**src/rtl/imem_loader_pkg.sv**
```systemverilog
// Shared types and constants for the instruction-memory boot loader.
package imem_loader_pkg;

    // Loader control states.
    typedef enum logic [2:0] {
        ST_IDLE,
        ST_HDR,
        ST_DATA,
        ST_DONE,
        ST_ERR
    } state_t;

    // Header is a 32-bit little-endian word count.
    localparam int HDR_BYTES  = 4;
    // Each instruction word arrives as four little-endian bytes.
    localparam int WORD_BYTES = 4;
    // Width of the byte-within-word index.
    localparam int IDX_W      = $clog2(WORD_BYTES);

    // True when the given byte index is the final byte of a group of n bytes.
    function automatic logic is_last_byte(input logic [IDX_W-1:0] idx, input int n);
        return idx == IDX_W'(n - 1);
    endfunction

endpackage

```
**src/rtl/imem_loader_byte_packer.sv**
```systemverilog
// Little-endian byte-to-word assembler shared by header and data phases.
module byte_packer
    import imem_loader_pkg::*;
(
    input  logic             clk,
    input  logic             rst,
    input  logic             accept,
    input  logic [7:0]       byte_in,
    input  logic [IDX_W-1:0] idx,
    output logic [31:0]      word,
    output logic             word_full
);

    logic [31:0] asm_q;

    // Shift each accepted byte in from the top so the first byte ends up in bits [7:0].
    // NOTE: sequential state uses non-blocking assignments so every register samples pre-edge values.
    always_ff @(posedge clk or posedge rst) begin
        if (rst) begin
            asm_q <= '0;
        end else if (accept) begin
            asm_q <= {byte_in, asm_q[31:8]};
        end
    end

    // The complete word is visible combinationally while its last byte is being accepted,
    // so the consumer can register it on the same edge.
    assign word      = {byte_in, asm_q[31:8]};
    assign word_full = accept && is_last_byte(idx, WORD_BYTES);

endmodule

```
**src/rtl/imem_loader.sv**
```systemverilog
// Boot-time loader: length-prefixed byte stream -> 32-bit instruction memory writes.
module imem_loader
    import imem_loader_pkg::*;
#(
    parameter int          ARRAY_SIZE = 100,
    parameter logic [31:0] BASE_ADDR  = 32'h0
) (
    input  logic        clk,
    input  logic        rst,
    input  logic        start,
    input  logic        byte_valid,
    input  logic [7:0]  byte_data,
    output logic        byte_ready,
    output logic        we,
    output logic [31:0] waddr,
    output logic [31:0] wdata,
    output logic        cpu_hold,
    output logic        done,
    output logic        error
);

    localparam logic [31:0] MAX_WORDS = 32'(ARRAY_SIZE);

    state_t           state, state_nxt;
    logic [IDX_W-1:0] byte_idx;
    logic [31:0]      word_idx;
    logic [31:0]      word_cnt;
    logic             in_load;
    logic             accept;
    logic             enter_hdr;
    logic             last_word;
    logic [31:0]      asm_word;
    logic             word_full;

    // Stream is consumed only while loading; derived from state alone to keep the
    // handshake free of combinational loops.
    assign in_load    = (state == ST_HDR) || (state == ST_DATA);
    assign byte_ready = in_load;
    assign cpu_hold   = in_load;
    assign accept     = byte_valid && byte_ready;
    assign last_word  = (word_idx == (word_cnt - 32'd1));

    byte_packer u_packer (
        .clk       (clk),
        .rst       (rst),
        .accept    (accept),
        .byte_in   (byte_data),
        .idx       (byte_idx),
        .word      (asm_word),
        .word_full (word_full)
    );

    // State register.
    always_ff @(posedge clk or posedge rst) begin
        if (rst) begin
            state <= ST_IDLE;
        end else begin
            state <= state_nxt;
        end
    end

    // Next-state decode and status outputs.
    // NOTE: every output gets a default first so no path leaves it unassigned and infers a latch.
    always_comb begin
        state_nxt = state;
        enter_hdr = 1'b0;
        done      = 1'b0;
        error     = 1'b0;
        case (state)
            ST_IDLE: begin
                if (start) begin
                    state_nxt = ST_HDR;
                    enter_hdr = 1'b1;
                end
            end
            ST_HDR: begin
                if (word_full) begin
                    if (asm_word == 32'd0) begin
                        state_nxt = ST_DONE;
                    end else if (asm_word > MAX_WORDS) begin
                        state_nxt = ST_ERR;
                    end else begin
                        state_nxt = ST_DATA;
                    end
                end
            end
            ST_DATA: begin
                if (word_full && last_word) begin
                    state_nxt = ST_DONE;
                end
            end
            ST_DONE: begin
                done = 1'b1;
                if (start) begin
                    state_nxt = ST_HDR;
                    enter_hdr = 1'b1;
                end
            end
            ST_ERR: begin
                error = 1'b1;
                if (start) begin
                    state_nxt = ST_HDR;
                    enter_hdr = 1'b1;
                end
            end
            default: begin
                state_nxt = ST_IDLE;
            end
        endcase
    end

    // Byte index, word index and latched header word count.
    always_ff @(posedge clk or posedge rst) begin
        if (rst) begin
            byte_idx <= '0;
            word_idx <= '0;
            word_cnt <= '0;
        end else if (enter_hdr) begin
            byte_idx <= '0;
            word_idx <= '0;
        end else if (accept) begin
            byte_idx <= byte_idx + 1'b1;
            if (word_full && (state == ST_HDR)) begin
                word_cnt <= asm_word;
            end
            if (word_full && (state == ST_DATA)) begin
                word_idx <= word_idx + 32'd1;
            end
        end
    end

    // Registered write port: one-cycle strobe, address/data hold until the next write.
    always_ff @(posedge clk or posedge rst) begin
        if (rst) begin
            we    <= 1'b0;
            waddr <= '0;
            wdata <= '0;
        end else begin
            we <= 1'b0;
            if (word_full && (state == ST_DATA)) begin
                we    <= 1'b1;
                waddr <= BASE_ADDR + {word_idx[29:0], 2'b00};
                wdata <= asm_word;
            end
        end
    end

endmodule

```
**config.mk**
```make
export PLATFORM = sky130hd
export DESIGN_NAME = imem_loader
export DESIGN_NICKNAME = d
export VERILOG_FILES = /design/src/rtl/imem_loader_pkg.sv /design/src/rtl/imem_loader_byte_packer.sv /design/src/rtl/imem_loader.sv
export SDC_FILE = /design/constraint.sdc
export NUM_CORES = 1
export LEC_CHECK = 0
export CORE_MARGIN = 3
export CORE_UTILIZATION = 57
export CTS_CLUSTER_DIAMETER = 150
export DETAILED_ROUTE_END_ITERATION = 7
export GPL_TIMING_DRIVEN = 0
export PLACE_DENSITY = 0.89
export SYNTH_ARGS = -nofsm -noshare
export SYNTH_HDL_FRONTEND = slang
export SYNTH_SLANG_ARGS = --single-unit
```
**constraint.sdc**
```tcl
create_clock -name clk -period 6 [get_ports clk]
set_input_delay 0.9 -clock clk [delete_from_list [all_inputs] [get_ports clk]]
set_output_delay 0.9 -clock clk [all_outputs]
set_load 0.01 [all_outputs]
```
==> flow_summary.yaml <==
place:
  gp_congestion: 0.8157
  preCtsSetupSlack_ps: 2429
  numPortBuffers: 78
  place_area_um2: 8691
  dp.cells: 1023
  dp_hpwl_um: 12050
global_routing:
  grt_overflow: 0
  antenna_found_initial: 0
  grt_start_max_net_pins: 102
  grt_pass1_vias: 5796
  grt_usage: 0.2518
  grt_pass1_wl_um: 29170
timing:
  period_minus_slack_ps: 3366
  fin_tns_setup_ps: 0
  setup_violations: 0
  finalWorstSetupSlack_ps: 2634
  relSlewSlack: 0.4294
  rsz0062_at_grt: "false"
  period_share: 0.5609
  max_freq_mhz: 297.1
  finalHoldViolCount: 0
  worst_slew_pin_slew_ps: 855.9
  skew_ps: 11.28
  drv_slew: 0
critical_path:
  required_ps: 6290
  end_kind: "flip-flop"
  arrival_ps: 3660
  cp_max_fo: 8
  critPathLaunchType: "primary input"
  worstSetupPathType: "in -> reg"
logic_synthesis:
  synth_seq_cells: 156
  ys_types: 75
  synthCells: 771
  synthFlopType: "dfrtp_1"
  seq_area_frac_synth: 0.5097
  synth_edf_count: 0
  yosysWarnings: 0
  ys_async_sr_fraction: 1.000
  synth_area_per_cell_um2: 9.933
  synth_area_um2: 7659
layout:
  n_fill_cell: 896
  drive_gt1_frac: 0.1348
  synthToLayoutAreaGrowth_pct: 21.22
  finalNetCount: 885
  stdcell_area_um2: 9284
  regArea_um2: 3904
  diodes: 0
  multi_input_area_um2: 3507
  final_cells: 1055
routing:
  drt_pass1_iterations: 5
  drtIter0Drc: 404
  ant_nets: 0
  via_count: 5922
  routedWlPerCell_um: 16.67
  drc: 0
  drt_wl_total_um: 17590
  vias_per_cell: 5.613
pwr:
  ir_worst_vdd_mv: 0.3070
  p_sw_frac: 0.3331
  power_density_nw_per_um2: 381.8
  p_int_w: 0.002364
  sequentialPowerShare: 0.439
  combPwrFrac: 0.258
  p_switching_w: 0.001181
  total_power_w: 0.003545
  p_leak_nw: 4.260
  clockPowerShare: 0.303
outcome:
  status: "complete, no violations"
clock_tree:
  cts_buffer_depth: 2
  insertion_delay_ps: 430
  clk_pin_slew_worst_paths_ps: 60
  cts_made_buffers: 17
  cts_setup_buffers: 0
  tritoncts: "done"
  htreeDepth: 4
  root_buffer: "clkbuf_16"
  cts.sinks: 156
  cts_resized: 0
  postCtsHoldBufs: 0
hold_path:
  worstHoldPathType: "reg -> reg"
die:
  pin_count: 81
  die_w_um: 121.9
  fp.dieH_um: 121.9
  std_cell_rows: 41
  core_area_um2: 12880
  start_util: 0.5948
  die-area_um2: 14860
flow_run:
  cap_violations: 0
-- Yosys cell counts, types with 2 or more instances --
master	count	area, um2
o221ai_1	2	17.52
nand2b_1	2	12.51
nor2_1	50	187.7
buf_1	9	33.78
a31oi_1	6	37.54
a22oi_1	2	15.01
xnor2_1	21	183.9
and3_1	5	31.28
nand2_1	209	784.5
or3_1	11	68.82
a311oi_1	2	17.52
buf_2	2	10.01
dfrtp_1	156	3904
ha_1	3	37.54
mux2_1	5	56.30
nor4b_1	3	26.28
clkbuf_1	28	105.1
nor2b_1	5	31.28
inv_1	7	26.28
nor4_1	13	81.33
and4_1	4	35.03
nor4_2	2	25.02
and3b_1	2	17.52
nor3_1	15	75.07
nand4_1	14	87.58
buf_4	3	22.52
and2b_2	2	17.52
o31ai_1	2	15.01
mux2i_1	4	40.04
and2_1	4	25.02
mux2_2	54	608.1
nor3b_1	3	22.52
or4_1	2	15.01
a21oi_1	7	35.03
or2_2	2	12.51
xor2_1	39	341.6
or4b_2	2	20.02
clkbuf_8	3	41.29
nand3_1	19	95.09
nand4b_1	4	35.03
o21ai_0	9	45.04
-- critical path, cell delays in order --
cell,delay (ps)
clkdlybuf4s50_1,510
nand2_1,150
or3_1,330
buf_2,190
a2111oi_0,740
and2_1,220
buf_2,180
nand4_1,140
xor2_1,230
nor2_1,70
-- stage by stage --
step                        util  hold slack (ps)
after floorplan                -            470.1
after global placement    0.6724            458.1
after detailed placement  0.6750            462.4
after CTS                 0.7210            477.7
after global routing      0.7210            488.0
final                     0.7210            470.8
-- sequential cells by signal, summed over array words and instances (netlist names) --
| name | flops |
|---|---|
| wdata | 32 |
| word_cnt | 32 |
| word_idx | 32 |
| waddr | 30 |
| u_packer.asm_q | 24 |
| state | 3 |
| byte_idx | 2 |
| we | 1 |
-- final cells by class --
| type | instances | share of cell area |
|---|---|---|
| plain buffers | 47 | 0.02426 |
| clock buffers | 21 | 0.04960 |
| clock inverters | 11 | 0.01429 |
| inverters | 7 | 0.003369 |
| multi-input cells | 562 | 0.3778 |
| flip-flops and latches | 156 | 0.4205 |
| well taps | 172 | 0.02318 |
| repair buffers | 79 | 0.08706 |
-- cell families after synthesis --
kind of cell	after synthesis	synth area share
compound gates	45	0.04297
xor+xnor	60	0.06862
fa+ha+maj	3	0.004902
buf+inv	54	0.03284
flops	156	0.5097
mux	63	0.09198
other cells	1	0.0004896
simple gates	389	0.2485
-- cell usage in the layout, fill, tap and decap left out, types with 3 or more instances in the layout --
cell type and instances:
nand2_1 209, dfrtp_1 156, clkdlybuf4s50_1 78, mux2_2 54, nor2_1 50, xor2_1 39
clkbuf_1 30, xnor2_1 21, nand3_1 19, clkbuf_16 17, nor3_1 15, nand4_1 14
nor4_1 13, or3_1 11, o21ai_0 9, buf_1 9, a21oi_1 7, inv_1 6
a31oi_1 6, clkbuf_8 5, nor2b_1 5, and3_1 5, mux2_1 5, clkinvlp_4 5
and4_1 4, and2_1 4, inv_6 4, nand4b_1 4, mux2i_1 4, nor4b_1 3
nor3b_1 3, ha_1 3, buf_4 3
-- metal layers --
metal / track usage / wire [um]
met5: 0 / 0
met4: 0.08333 / 337
met3: 0.05896 / 1051
met2: 0.4026 / 8413
met1: 0.3421 / 7786
-- worst paths after layout --
check | slack [ps] | cells past startpoint | to | start
min reg2reg | 470 | 2 | waddr[5]$_DFFE_PP0P_ | waddr[5]$_DFFE_PP0P_
min in group asynchronous | 890 | 2 | wdata[16]$_DFFE_PP0P_ | rst
max reg2reg | 2990 | 9 | state[0]$_DFFE_PP0P_ | word_cnt[0]$_DFFE_PP0P_
max | 2630 | 10 | word_idx[25]$_DFFE_PP0P_ | byte_valid
min | 470 | 2 | waddr[5]$_DFFE_PP0P_ | waddr[5]$_DFFE_PP0P_
max in group asynchronous | 4250 | 3 | waddr[25]$_DFFE_PP0P_ | rst
-- power by group through the flow --
stage / Combinational [W] / Sequential [W] / Clock [W]
floorplan: 0.000738 / 0.00144 / 0
global placement: 0.000854 / 0.00155 / 0
detailed placement: 0.000897 / 0.00156 / 0
CTS: 0.000913 / 0.00155 / 0.00108
global route: 0.00100 / 0.00159 / 0.00112
finish: 0.000914 / 0.00156 / 0.00107
(Power assumes the default switching activity.)
